[src/rtl/br_escrita_fila.sv]
// ---------------------------------------------------------------------------
// br_escrita_fila
// Write-side sequencer for the register bank. Write requests from the
// datapath are accepted over a valid/ready handshake into a small in-order
// FIFO. Entries are drained into the bank write port at up to one write per
// cycle. Hazard flags tell the control unit when a read address still has a
// write queued or being issued.
//
// Build option:
//   BR_ESCRITA_FWD_EN  adds fwd_a / fwd_b. Each carries the data of the
//                      youngest pending write to Sel_SA / Sel_SB, or 0 when
//                      there is none.
//
// Ports:
//   clock        rising-edge clock
//   reset        asynchronous, active-low reset
//   limpa        synchronous flush of all queued writes
//   pausa        hold draining; no bank write is issued while high
//   req_valid    write request valid
//   req_ready    FIFO can accept a request (not full)
//   req_end      destination register address
//   req_dado     data to write
//   Hab_Escrita  bank write enable (registered)
//   Sel_SC       bank write address (registered)
//   E            bank write data (registered)
//   Sel_SA       bank read address A, used for the hazard check
//   Sel_SB       bank read address B, used for the hazard check
//   pend_a       a write to Sel_SA is queued or being issued
//   pend_b       a write to Sel_SB is queued or being issued
//   fila_vazia   FIFO empty
//   fila_cheia   FIFO full
//   fila_nivel   FIFO occupancy
//   fwd_a/fwd_b  youngest pending data for Sel_SA/Sel_SB (option only)
//
// State | meaning
// ------+---------------------------------------------------------------
// OCIOSO   | FIFO empty, nothing to issue
// DRENANDO | popping one entry per cycle onto the bank write port
// PAUSADO  | pausa held; entries stay queued, no writes are issued
// ---------------------------------------------------------------------------
module br_escrita_fila #(
  parameter int BITS_PALAVRA  = 16,
  parameter int END_REGISTROS = 2,
  parameter int PROF_FILA     = 4
) (
  input  logic                       clock,
  input  logic                       reset,
  input  logic                       limpa,
  input  logic                       pausa,
  input  logic                       req_valid,
  output logic                       req_ready,
  input  logic [END_REGISTROS-1:0]   req_end,
  input  logic [BITS_PALAVRA-1:0]    req_dado,
  output logic                       Hab_Escrita,
  output logic [END_REGISTROS-1:0]   Sel_SC,
  output logic [BITS_PALAVRA-1:0]    E,
  input  logic [END_REGISTROS-1:0]   Sel_SA,
  input  logic [END_REGISTROS-1:0]   Sel_SB,
  output logic                       pend_a,
  output logic                       pend_b,
  output logic                       fila_vazia,
  output logic                       fila_cheia,
  output logic [$clog2(PROF_FILA):0] fila_nivel
`ifdef BR_ESCRITA_FWD_EN
  ,
  output logic [BITS_PALAVRA-1:0]    fwd_a,
  output logic [BITS_PALAVRA-1:0]    fwd_b
`endif
);

  localparam int PTR_W = $clog2(PROF_FILA);
  localparam int CNT_W = PTR_W + 1;

  typedef enum logic [1:0] {
    OCIOSO   = 2'd0,
    DRENANDO = 2'd1,
    PAUSADO  = 2'd2
  } estado_t;

  estado_t                  estado;
  logic [END_REGISTROS-1:0] mem_end  [PROF_FILA];
  logic [BITS_PALAVRA-1:0]  mem_dado [PROF_FILA];
  logic [PTR_W-1:0]         wr_ptr;
  logic [PTR_W-1:0]         rd_ptr;
  logic [CNT_W-1:0]         count;
  logic [CNT_W-1:0]         count_next;
  logic                     push;
  logic                     pop;
  logic [PTR_W-1:0]         idx;

  assign fila_cheia = (count == CNT_W'(PROF_FILA));
  assign fila_vazia = (count == '0);
  assign fila_nivel = count;
  // No full-bypass: a same-cycle pop does not open a slot for the push.
  assign req_ready  = !fila_cheia;

  // Flush wins over both push and pop.
  assign push = req_valid && req_ready && !limpa;
  assign pop  = !limpa && !pausa && (count != '0);

  always_comb begin
    count_next = count;
    case ({push, pop})
      2'b10:   count_next = count + CNT_W'(1);
      2'b01:   count_next = count - CNT_W'(1);
      default: count_next = count;
    endcase
  end

  // Storage carries no reset; only entries inside the count are ever read.
  always_ff @(posedge clock) begin
    if (push) begin
      mem_end[wr_ptr]  <= req_end;
      mem_dado[wr_ptr] <= req_dado;
    end
  end

  always_ff @(posedge clock or negedge reset) begin
    if (!reset) begin
      estado      <= OCIOSO;
      wr_ptr      <= '0;
      rd_ptr      <= '0;
      count       <= '0;
      Hab_Escrita <= 1'b0;
      Sel_SC      <= '0;
      E           <= '0;
    end else if (limpa) begin
      // A write already on the port this cycle is sampled by the bank at
      // this edge; only the queue and the next cycle's enable are dropped.
      estado      <= OCIOSO;
      wr_ptr      <= '0;
      rd_ptr      <= '0;
      count       <= '0;
      Hab_Escrita <= 1'b0;
    end else begin
      count       <= count_next;
      Hab_Escrita <= pop;
      if (push) begin
        wr_ptr <= wr_ptr + PTR_W'(1);
      end
      if (pop) begin
        rd_ptr <= rd_ptr + PTR_W'(1);
        Sel_SC <= mem_end[rd_ptr];
        E      <= mem_dado[rd_ptr];
      end
      case (estado)
        OCIOSO: begin
          if (count_next != '0) begin
            estado <= DRENANDO;
          end
        end
        DRENANDO: begin
          if (pausa) begin
            estado <= PAUSADO;
          end else if (count_next == '0) begin
            estado <= OCIOSO;
          end
        end
        PAUSADO: begin
          if (!pausa) begin
            estado <= (count_next == '0) ? OCIOSO : DRENANDO;
          end
        end
        default: estado <= OCIOSO;
      endcase
    end
  end

  // Hazard scan, oldest to youngest, so the last match is the youngest.
  // The issuing register is older than anything still in the FIFO, so it
  // seeds the search.
  always_comb begin
    idx    = rd_ptr;
    pend_a = Hab_Escrita && (Sel_SC == Sel_SA);
    pend_b = Hab_Escrita && (Sel_SC == Sel_SB);
`ifdef BR_ESCRITA_FWD_EN
    fwd_a  = pend_a ? E : '0;
    fwd_b  = pend_b ? E : '0;
`endif
    for (int k = 0; k < PROF_FILA; k++) begin
      idx = rd_ptr + PTR_W'(k);
      if (CNT_W'(k) < count) begin
        if (mem_end[idx] == Sel_SA) begin
          pend_a = 1'b1;
`ifdef BR_ESCRITA_FWD_EN
          fwd_a  = mem_dado[idx];
`endif
        end
        if (mem_end[idx] == Sel_SB) begin
          pend_b = 1'b1;
`ifdef BR_ESCRITA_FWD_EN
          fwd_b  = mem_dado[idx];
`endif
        end
      end
    end
  end

endmodule

[config.mk]
export PLATFORM = sky130hd
export DESIGN_NAME = br_escrita_fila
export DESIGN_NICKNAME = d
export VERILOG_FILES = /design/src/rtl/br_escrita_fila.sv
export SDC_FILE = /design/constraint.sdc
export NUM_CORES = 1
export LEC_CHECK = 0
export CAP_MARGIN = 5
export CORE_ASPECT_RATIO = 0.75
export CORE_MARGIN = 2
export CORE_UTILIZATION = 45
export CTS_CLUSTER_SIZE = 24
export DETAILED_ROUTE_END_ITERATION = 7
export PLACE_DENSITY = 0.7
export SYNTH_ARGS = -nofsm -noshare
export SYNTH_HDL_FRONTEND = slang
export SYNTH_SLANG_ARGS = --single-unit
[constraint.sdc]
create_clock -name clock -period 2.3 [get_ports clock]
set_clock_uncertainty 0.15 [all_clocks]
set_input_delay 0.575 -clock clock [delete_from_list [all_inputs] [get_ports clock]]
set_output_delay 0.575 -clock clock [all_outputs]
set_load 0.03 [all_outputs]
==> reports/results.ini, run 1 <==
[clock_network]
cts.path.max_buffers = 2
holdBufCountCts = 0
clock_sinks = 98
clock_latency_ns = 0.33
clockRootBuffer = clkbuf_16
cts.clk_slew.worst_paths_ns = 0.07
cts_buffers = 9
htree_levels = 3
cts_tree = yes

[timing]
layout_min_cycle_time_ns = 2.90
rsz0062_at_grt = true
fmax_mhz = 345
drv_slew = 0
tightest_slew_ns = 0.393
finalSetupViolCount = 2
whs_ns = 0.360
postLayoutSetupSlackWorst_ns = -0.598
hold_violations = 0
slew_headroom_pct = 73.7
fin_crit_sh_pct = 126

[synthesis]
yosysWarnings = 0
ys_types = 33
synth_nets = 269
synth_cells = 234
syn-cell-area_um2 = 4230
postSynthAreaPerCell_um2 = 18.1
yosysSeqAreaShare_pct = 66.5
yosys_register_bits = 98

[drt]
drt-vias-per-instance = 5.06
wl_per_cell_um = 17.0
drtIter0Drc = 112
num_vias = 2233
drt-total-wl_um = 7500
drc = 0
ant_nets = 0
first_pass_iters = 4

[place]
port_buffers = 53
dp_cells = 424
dpl_cell_area_um2 = 5040
place_ws_ns = -0.452
post-dp-hpwl_um = 4910
place_congestion = 0.811

[flow_run]
max-cap-violations = 0

[pwr]
finalPower_w = 0.00647
p_leak_nw = 1.92
p_clk_share_pct = 23.1
power.internal_w = 0.00434
ir_worst_vdd_mv = 0.582
switchingPower_w = 0.00214
p_sw_share_pct = 33.0
power.density_nw_per_um2 = 1200
comb_power_share_pct = 40.3
seq_power_share_pct = 36.6

[layout]
instances_no_fill = 441
diodes = 0
nets = 343
final_layout_size_suffix_gt1_share_pct = 31.3
areaGrowthSynthToFinish_pct = 27.2
fillers = 700
postLayoutCellArea_um2 = 5380

[floorplan]
fp.dieW_um = 116
core_um2 = 9080
initial_core_util_pct = 46.6
io_pins = 54
fp.dieArea_um2 = 10200
die_height_um = 88.0
placementRows = 30

[setup_path]
worstPathMaxFanout = 7
worst_setup_path_start_kind = flip-flop
crit_type = flip-flop to output port
critPathArrivalTime_ns = 2.17
critPathRequiredTime_ns = 1.57
critPathCaptureType = output port

[global_routing]
gr-usage-all-layers_pct = 16.2
grt_pass1_vias = 2263
overflow = 0
grt_antenna_before_repair = 0
grt_pass1_wl_um = 12000
grt_max_degree = 27

[outcome]
outcome = finished, violations left
violations = negative setup slack

[hold_path]
hold_class = flip-flop to flip-flop

-- state kept, by name, summed over array words and instances, names as in the netlist --
signal / cells
mem_end: 8
Sel_SC: 2
mem_dado: 64
E: 16
Hab_Escrita: 1
rd_ptr: 2
fila_nivel: 3
wr_ptr: 2
-- timing repair --
item,CTS,global route
setup endpoints to repair,4,5
pin swaps,3,0
gates resized for setup,8,7
setup buffers,1,0
-- power by group through the flow --
stage,Combinational (W),Sequential (W),Clock (W)
after floorplan,0.00130,0.00275,0
after global placement,0.00250,0.00240,0
after detailed placement,0.00253,0.00241,0
after CTS,0.00261,0.00238,0.00154
after global routing,0.00279,0.00241,0.00159
final,0.00260,0.00237,0.00150
-- synth_stat cells --
master | n | area (um^2)
mux4_2 | 23 | 518
nand3_1 | 3 | 15.0
mux2i_1 | 1 | 10.0
o2111a_1 | 1 | 11.3
buf_4 | 4 | 30.0
nor3_1 | 3 | 15.0
a31oi_1 | 2 | 12.5
buf_6 | 2 | 22.5
mux2_2 | 18 | 203
ha_1 | 8 | 100
o32ai_1 | 1 | 8.76
maj3_1 | 2 | 20.0
xor2_1 | 13 | 114
buf_1 | 1 | 3.75
o21ai_0 | 1 | 5.00
nor3_2 | 1 | 10.0
a21oi_1 | 1 | 5.00
buf_2 | 1 | 5.00
a311oi_1 | 1 | 8.76
nand2_1 | 5 | 18.8
mux4_1 | 1 | 26.3
nand4_1 | 1 | 6.26
nor2b_1 | 1 | 6.26
edfxtp_1 | 72 | 2160
and2_1 | 4 | 25.0
o21bai_1 | 1 | 7.51
clkbuf_1 | 5 | 18.8
xnor2_1 | 14 | 123
inv_1 | 5 | 18.8
a211oi_1 | 1 | 7.51
or3_1 | 1 | 6.26
nor2_1 | 10 | 37.5
dfrtp_1 | 26 | 651
-- final timing paths --
check | start | to | slack (ns) | cells after the start
worst max-delay path | rd_ptr[0] | pend_b | -0.60 | 5
worst min-delay path | E[10] | E[10] | 0.36 | 1
worst max register to register | fila_nivel[0] | mem_end[2][1] | 0.36 | 6
worst min register to register | E[10] | E[10] | 0.36 | 1
max in group asynchronous | reset | fila_nivel[1] | 1.22 | 2
min in group asynchronous | reset | E[12] | 0.47 | 2
-- through the flow --
stage	TNS, ns	util (%)
floorplan	-0.271	-
global placement	-0.659	55.5
detailed placement	-0.760	55.5
CTS	-1.23	59.1
global route	-1.36	59.3
finish	-1.19	59.3
-- logic make-up after synthesis --
family	share of synthesized area (%)
multiplexers	17.9
flip-flops	66.5
XOR/XNOR	5.59
adder cells (fa/ha/maj)	2.84
AO/OA/AOI/OAI	1.57
buffers and inverters	2.34
AND/OR/NAND/NOR	3.31
-- placed cells by master, fill, tap and decap left out, types with 4 or more instances in the layout --
cell,instances
clkbuf_16,9
ha_1,8
inv_1,5
mux2_2,18
xnor2_1,14
buf_4,22
mux4_2,24
dfrtp_1,23
edfxtp_1,72
clkdlybuf4s50_1,47
nor2_1,10
and2_4,4
xor2_1,12
nand2_1,4
-- worst max-delay path: stages (launching register included) --
cell     delay, ns
dfrtp_2       0.48
mux4_2        0.59
xor2_1        0.16
or3_1         0.35
nand4_1       0.11
buf_6         0.15
-- layout make-up --
type	instances	area [um^2]	area share, %
repair buffers	76	716	13.3
multi-input cells	118	1370	25.4
clock inverters	6	73.8	1.37
clock buffers	10	229	4.25
well taps	128	160	2.98
flip-flops and latches	98	2820	52.3
inverters	5	18.8	0.349
-- routing by layer --
metal	global-route usage (%)	vias to the layer above	share of wire (%)	wire, um
met3	3.81	6	5.4	408
met1	22.6	1112	45	3400
met4	5.74	0	0.99	74
li1	-	1046	-	-
met5	0	-	0	0
met2	25.3	69	48	3620
(Power assumes the default switching activity.)
==> run 2: changes to the inputs <==
--- a/config.mk
+++ b/config.mk
@@ -7,11 +7,11 @@
 export LEC_CHECK = 0
 export CAP_MARGIN = 5
 export CORE_ASPECT_RATIO = 0.75
-export CORE_MARGIN = 2
 export CORE_UTILIZATION = 45
 export CTS_CLUSTER_SIZE = 24
 export DETAILED_ROUTE_END_ITERATION = 7
 export PLACE_DENSITY = 0.7
+export SKIP_LAST_GASP = 1
 export SYNTH_ARGS = -nofsm -noshare
 export SYNTH_HDL_FRONTEND = slang
 export SYNTH_SLANG_ARGS = --single-unit
==> run 2 against run 1 <==
Compared with the run above: first-iteration DRC count down 0.89%; count of clock-buffer cells in the layout up 2; global-route usage up 0.70 points; cell count up 0.23%; total power about the same; worst hold slack worse by 0.0019 ns; clock power about the same; the run still ends with negative setup slack left; sequential share of layout area up 0.19 points; sequential power about the same; flip-flop and latch count unchanged; wire length up 3.6%; cell area down 0.33%.
==> reports/results.ini, run 2 (synthesized netlist as in run 1, its figures left out) <==
[timing]
fin_crit_sh_pct = 128  ; +2.0 points
tightest_slew_ns = 0.534  ; +0.141 ns
postLayoutSetupSlackWorst_ns = -0.645  ; -0.0466 ns
fmax_mhz = 340  ; -1.6%
finalSetupViolCount = 2  ; unchanged
rsz0062_at_grt = true
layout_min_cycle_time_ns = 2.94  ; +0.0466 ns
fin_setup_tns_ns = -1.25  ; -0.0620 ns
slew_headroom_pct = 64.3  ; -9.4 points
whs_ns = 0.358  ; -0.00186 ns
drv_slew = 0  ; unchanged
hold_violations = 0  ; unchanged

[clock_network]
clock_sinks = 98  ; unchanged
cts_tree = yes
clock_latency_ns = 0.34  ; about the same
clockRootBuffer = clkbuf_16
cts_buffers = 9  ; unchanged
cts.clk_slew.worst_paths_ns = 0.06  ; about the same
cts.path.max_buffers = 2  ; unchanged
htree_levels = 3  ; unchanged

[setup_path]
timing.rr.end = fila_nivel[1]
reg2reg_depth = 7  ; +1
crit_type = flip-flop to output port
critPathArrivalTime_ns = 2.22  ; +0.05 ns
path_cells = buf_6 -> mux4_2 -> xor2_1 -> o32ai_1 -> a311oi_2 -> nand2_2 -> buf_6
slowest_stage = mux4_2
r2r_slack_ns = 0.30  ; -0.06 ns
worstPathMaxFanout = 4  ; -3
cpMostUsedCell = buf_6
critPathCaptureType = output port
critPathRequiredTime_ns = 1.57  ; about the same
worst_setup_path_start_kind = flip-flop
r2r_start = fila_nivel[0]
max_stage_delay_ns = 0.54  ; -0.05 ns

[hold_path]
min_from = E[5]
hold_class = flip-flop to flip-flop
holdPathStages = 1  ; unchanged
hold-path-endpoint = E[5]

[flow_run]
max-cap-violations = 0  ; unchanged

[floorplan]
core_um2 = 9080  ; unchanged
io_pins = 54  ; unchanged
fp.dieW_um = 114  ; -1.7%
initial_core_util_pct = 46.6  ; unchanged
placementRows = 30  ; unchanged
fp.dieArea_um2 = 9800  ; -4.0%
die_height_um = 86.0  ; -2.3%

[global_routing]
grt_antenna_before_repair = 0  ; unchanged
grt_pass1_wl_um = 12200  ; +1.2%
grt_pass1_vias = 2281  ; +0.80%
gr-usage-all-layers_pct = 16.9  ; +0.70 points
overflow = 0  ; unchanged
grt_max_degree = 27  ; unchanged

[drt]
met2_length_um = 3750  ; +3.7%
m1WireLength_um = 3580  ; +5.3%
first_pass_iters = 4  ; unchanged
wl_per_cell_um = 17.6  ; +3.4%
drtIter0Drc = 111  ; -0.89%
drc = 0  ; unchanged
num_vias = 2235  ; +0.090%
routed-wl-met3_um = 387  ; -5.1%
drt-vias-per-instance = 5.06  ; -0.14%
drt-total-wl_um = 7770  ; +3.6%
ant_nets = 0  ; unchanged
highest_layer = met4

[place]
post-dp-hpwl_um = 4930  ; +0.39%
place_congestion = 0.817  ; +0.69%
port_buffers = 53  ; unchanged
place_ws_ns = -0.429  ; +0.0225 ns
dp_cells = 422  ; -0.47%

[layout]
layout_common_cells = 72 x edfxtp_1, 47 x clkdlybuf4s50_1, 24 x mux4_2
instances_no_fill = 442  ; +0.23%
top_regs = mem_dado (64), E (16), mem_end (8)
nets = 344  ; +0.29%
diodes = 0  ; unchanged
final_common_cell = edfxtp_1
fillers = 730  ; +4.3%
areaGrowthSynthToFinish_pct = 26.8
largest_reg_flops = 64  ; unchanged
top_register = mem_dado
final_layout_size_suffix_gt1_share_pct = 30.3  ; -1.1 points
postLayoutCoreUtil_pct = 59.1  ; -0.19 points

[pwr]
p_clk_share_pct = 22.9  ; -0.2 points
seq_power_share_pct = 36.6  ; about the same
comb_power_share_pct = 40.5  ; +0.2 points
p_leak_nw = 1.90  ; -0.92%
power.density_nw_per_um2 = 1210  ; +0.39%
switchingPower_w = 0.00211  ; -1.1%
ir_worst_vdd_mv = 0.636  ; +9.2%
p_sw_share_pct = 32.6  ; -0.40 points
power.internal_w = 0.00436  ; +0.66%

[outcome]
outcome = finished, violations left
violations = negative setup slack

==> run 2: changes by cell type in the layout (fill, tap and decap cells not counted), sizes merged <==
cell and change:
buf +1, clkinv +1, dlymetal6s2s -1, inv -2, clkbuf +2, clkinvlp -1, dlygate4sd2 +1
==> run 2: metrics by stage <==
step	total power, W	area (um^2)
6_report	0.00648	5370
5_1_grt	0.00679	5370
4_1_cts	0.00650	5350
3_5_place_dp	0.00495	5020
3_3_place_gp	0.00491	5020
2_1_floorplan	0.00405	4260
==> run 2: layer usage <==
metal | vias to the layer above | track usage (%)
met5 | - | 0
met4 | 0 | 4.25
met3 | 6 | 4.31
met2 | 62 | 27.3
met1 | 1124 | 23.0
li1 | 1043 | -
==> run 2: how the worst max path moves through the flow <==
stage | startpoint | to | slack, ns | cells after the start
floorplan | rd_ptr[0] | pend_b | -0.15 | 5
global placement | Sel_SA[0] | pend_a | -0.39 | 6
detailed placement | Sel_SA[0] | pend_a | -0.43 | 6
CTS | rd_ptr[0] | pend_a | -0.69 | 7
global route | rd_ptr[0] | pend_a | -0.71 | 7
finish | rd_ptr[0] | pend_a | -0.64 | 7
==> run 2: worst max-delay path: cells and delay by family (launching register included) <==
family / cells / cell delay [ns]
compound gates: 2 / 0.43
buf+inv: 2 / 0.25
flops: 1 / 0.41
xor+xnor: 1 / 0.17
mux: 1 / 0.54
simple gates: 1 / 0.08
==> run 2: timing repair <==
| item | CTS | global route |
|---|---|---|
| setup buffers | 3 | 1 |
| hold buffers | 0 | 0 |
| pin swaps | 3 | 2 |
| resized for setup | 8 | 7 |
| setup endpoints to repair | 5 | 3 |
==> run 2: final cells by class <==
cell class | instances | area [um^2] | area share, %
flip-flops and latches | 98 | 2820 | 52.5
multi-input cells | 118 | 1340 | 25.0
repair buffers | 77 | 727 | 13.5
clock buffers | 12 | 246 | 4.59
well taps | 128 | 160 | 2.99
clock inverters | 4 | 51.3 | 0.956
inverters | 5 | 18.8 | 0.350
==> run 2: power by group through the flow <==
stage          clock (W)  sequential (W)  combinational (W)
2_1_floorplan          0         0.00275            0.00130
3_3_place_gp           0         0.00239            0.00252
3_5_place_dp           0         0.00240            0.00255
4_1_cts          0.00152         0.00237            0.00262
5_1_grt          0.00158         0.00240            0.00280
6_report         0.00149         0.00237            0.00262
==> run 3: changes to the inputs <==
--- a/config.mk
+++ b/config.mk
@@ -10,6 +10,7 @@
 export CORE_UTILIZATION = 45
 export CTS_CLUSTER_SIZE = 24
 export DETAILED_ROUTE_END_ITERATION = 7
+export GPL_TIMING_DRIVEN = 0
 export PLACE_DENSITY = 0.7
 export SKIP_LAST_GASP = 1
 export SYNTH_ARGS = -nofsm -noshare
==> run 3 against run 2 <==
Compared with the run above: the flow still finishes with violations (negative setup slack); critical path depth stayed put; utilization up 0.55 points; via count decreased by 0.54%; die area unchanged; first-iteration DRC count increased by 23%; critical endpoint unchanged.
==> reports/results.ini, run 3 (synthesized netlist as in run 1, its figures left out) <==
[outcome]
outcome = finished, violations left
violations = negative setup slack

[timing]
rsz0062_at_grt = true
hold_violations = 0  ; unchanged
postLayoutSetupSlackWorst_ns = -0.593  ; +0.0517 ns
fin_crit_sh_pct = 126  ; -2.2 points
tightest_slew_ns = 0.713  ; +0.179 ns
fmax_mhz = 346  ; +1.8%
layout_min_cycle_time_ns = 2.89  ; -0.0517 ns
fin_setup_tns_ns = -1.14  ; +0.113 ns
finalSetupViolCount = 2  ; unchanged
slew_headroom_pct = 52.5  ; -12 points
drv_slew = 0  ; unchanged

[setup_path]
crit_type = flip-flop to output port
critPathArrivalTime_ns = 2.17  ; -0.05 ns
max_stage_delay_ns = 0.56  ; +0.02 ns
critPathRequiredTime_ns = 1.57  ; about the same
critPathCaptureType = output port
path_cells = buf_6 -> mux4_2 -> xor2_1 -> o32ai_2 -> a311oi_2 -> nand2_2 -> buf_6
cpMostUsedCell = buf_6
worst_setup_path_start_kind = flip-flop
slowest_stage = mux4_2
worstPathMaxFanout = 8  ; +4

[floorplan]
initial_core_util_pct = 46.6  ; unchanged
placementRows = 30  ; unchanged
core_um2 = 9080  ; unchanged
io_pins = 54  ; unchanged
die_height_um = 86.0  ; unchanged
fp.dieArea_um2 = 9800  ; unchanged
fp.dieW_um = 114  ; unchanged

[layout]
fillers = 706  ; -3.3%
final_common_cell = edfxtp_1
areaGrowthSynthToFinish_pct = 28.0
largest_reg_flops = 64  ; unchanged
final_layout_size_suffix_gt1_share_pct = 32.1  ; +1.8 points
postLayoutCoreUtil_pct = 59.6  ; +0.55 points
diodes = 0  ; unchanged
layout_common_cells = 72 x edfxtp_1, 42 x clkdlybuf4s50_1, 24 x dfrtp_1, 24 x mux4_2, 18 x mux2_2
top_regs = mem_dado (64), E (16), mem_end (8)
nets = 342  ; -0.58%
top_register = mem_dado

[place]
port_buffers = 48  ; -9.4%
place_congestion = 0.770  ; -5.7%
post-dp-hpwl_um = 4690  ; -5.0%

[pwr]
power.density_nw_per_um2 = 1220  ; +0.94%
ir_worst_vdd_mv = 0.551  ; -13%
p_leak_nw = 1.91  ; +0.54%

[drt]
num_vias = 2223  ; -0.54%
drt-vias-per-instance = 5.05  ; about the same
wl_per_cell_um = 17.5  ; -0.22%
first_pass_iters = 4  ; unchanged
drt-total-wl_um = 7720  ; -0.67%
drtIter0Drc = 137  ; +23%
drc = 0  ; unchanged
ant_nets = 0  ; unchanged

[global_routing]
grt_antenna_before_repair = 0  ; unchanged
grt_pass1_vias = 2201  ; -3.5%
grtUsageMet3_pct = 4.52  ; +0.21 points
grt_max_degree = 27  ; unchanged
grt_util_met1_pct = 24.7  ; +1.6 points
grt_pass1_wl_um = 11800  ; -3.3%
gr-usage-all-layers_pct = 16.3  ; -0.54 points
met2_usage_pct = 23.7  ; -3.6 points
top_usage_layer = met1
overflow = 0  ; unchanged

[clock_network]
htree_levels = 3  ; unchanged
holdBufCountCts = 0  ; unchanged
clock_sinks = 98  ; unchanged
clock_latency_ns = 0.33  ; about the same
cts_buffers = 9  ; unchanged
clockRootBuffer = clkbuf_16
cts_tree = yes
cts.clk_slew.worst_paths_ns = 0.07  ; about the same
cts.path.max_buffers = 2  ; unchanged

[flow_run]
max-cap-violations = 0  ; unchanged

[hold_path]
hold_class = input pin to asynchronous set/reset pin

## run 3: changes by cell type in the layout (fill, tap and decap cells not counted), sizes merged
cell and change:
bufinv +1, clkinv +1, clkdlybuf4s50 -5, clkbuf +3, buf -2, inv +1, dlygate4sd2 -2, and2 +1
## run 3: timing repair
action | 4_1_cts | 5_1_grt
cloned | 0 | 1
pin swaps | 4 | 5
gates resized for setup | 28 | 15
setup buffers | 1 | 12
endpoints found under the setup margin | 14 | 77
## run 3: final timing paths
path	from	endpoint	slack (ns)	cells after the start
worst max register to register	rd_ptr[1]	E[7]	0.07	5
min in group clock	E[3]	E[3]	0.36	1
worst max-delay path	rd_ptr[0]	pend_a	-0.59	7
max in group asynchronous	reset	fila_nivel[1]	1.41	1
worst min-delay path	reset	E[14]	0.12	1
worst min register to register	E[3]	E[3]	0.36	1
## run 3: layout make-up
| cell class | count | area (um^2) | share of cell area (%) |
|---|---|---|---|
| Buffer | 13 | 83.8 | 1.55 |
| Clock buffer | 9 | 225 | 4.16 |
| Clock inverter | 7 | 101 | 1.87 |
| Inverter | 5 | 18.8 | 0.347 |
| Multi-Input combinational cell | 119 | 1380 | 25.5 |
| Sequential cell | 98 | 2820 | 52.0 |
| Tap cell | 128 | 160 | 2.96 |
| Timing Repair Buffer | 61 | 628 | 11.6 |
## run 3: per-stage QoR
step	instance area [um^2]	hold slack (ns)	std cells	power (W)	setup slack, ns
floorplan	4260	0.129	234	0.00405	-0.149
global placement	4900	0.340	410	0.00483	-0.778
detailed placement	4890	0.348	410	0.00486	-0.757
CTS	5220	0.146	427	0.00649	-0.650
global route	5420	0.174	440	0.00692	-0.718
finish	5420	0.122	440	0.00660	-0.593
## run 3: critical path: cells and delay by family (launching register included)
family | cells | cell delay, ns
AND/OR/NAND/NOR | 1 | 0.09
XOR/XNOR | 1 | 0.21
buffers and inverters | 2 | 0.28
flip-flops | 1 | 0.34
AO/OA/AOI/OAI | 2 | 0.33
multiplexers | 1 | 0.56
## run 3: where the power goes
| part | internal, W | leakage, nW | switching (W) | total (W) |
|---|---|---|---|---|
| logic | 0.00130 | 0.781 | 0.00133 | 0.00263 |
| registers | 0.00219 | 0.971 | 0.000178 | 0.00237 |
| clock network | 0.000964 | 0.160 | 0.000643 | 0.00161 |
| total | 0.00445 | 1.91 | 0.00215 | 0.00660 |
## run 3: metal layers
layer / up-vias / part of all wire (%)
li1: 1042 / -
met1: 1115 / 48
met2: 64 / 46
met3: 2 / 5.2
met4: 0 / 0.27
met5: - / 0
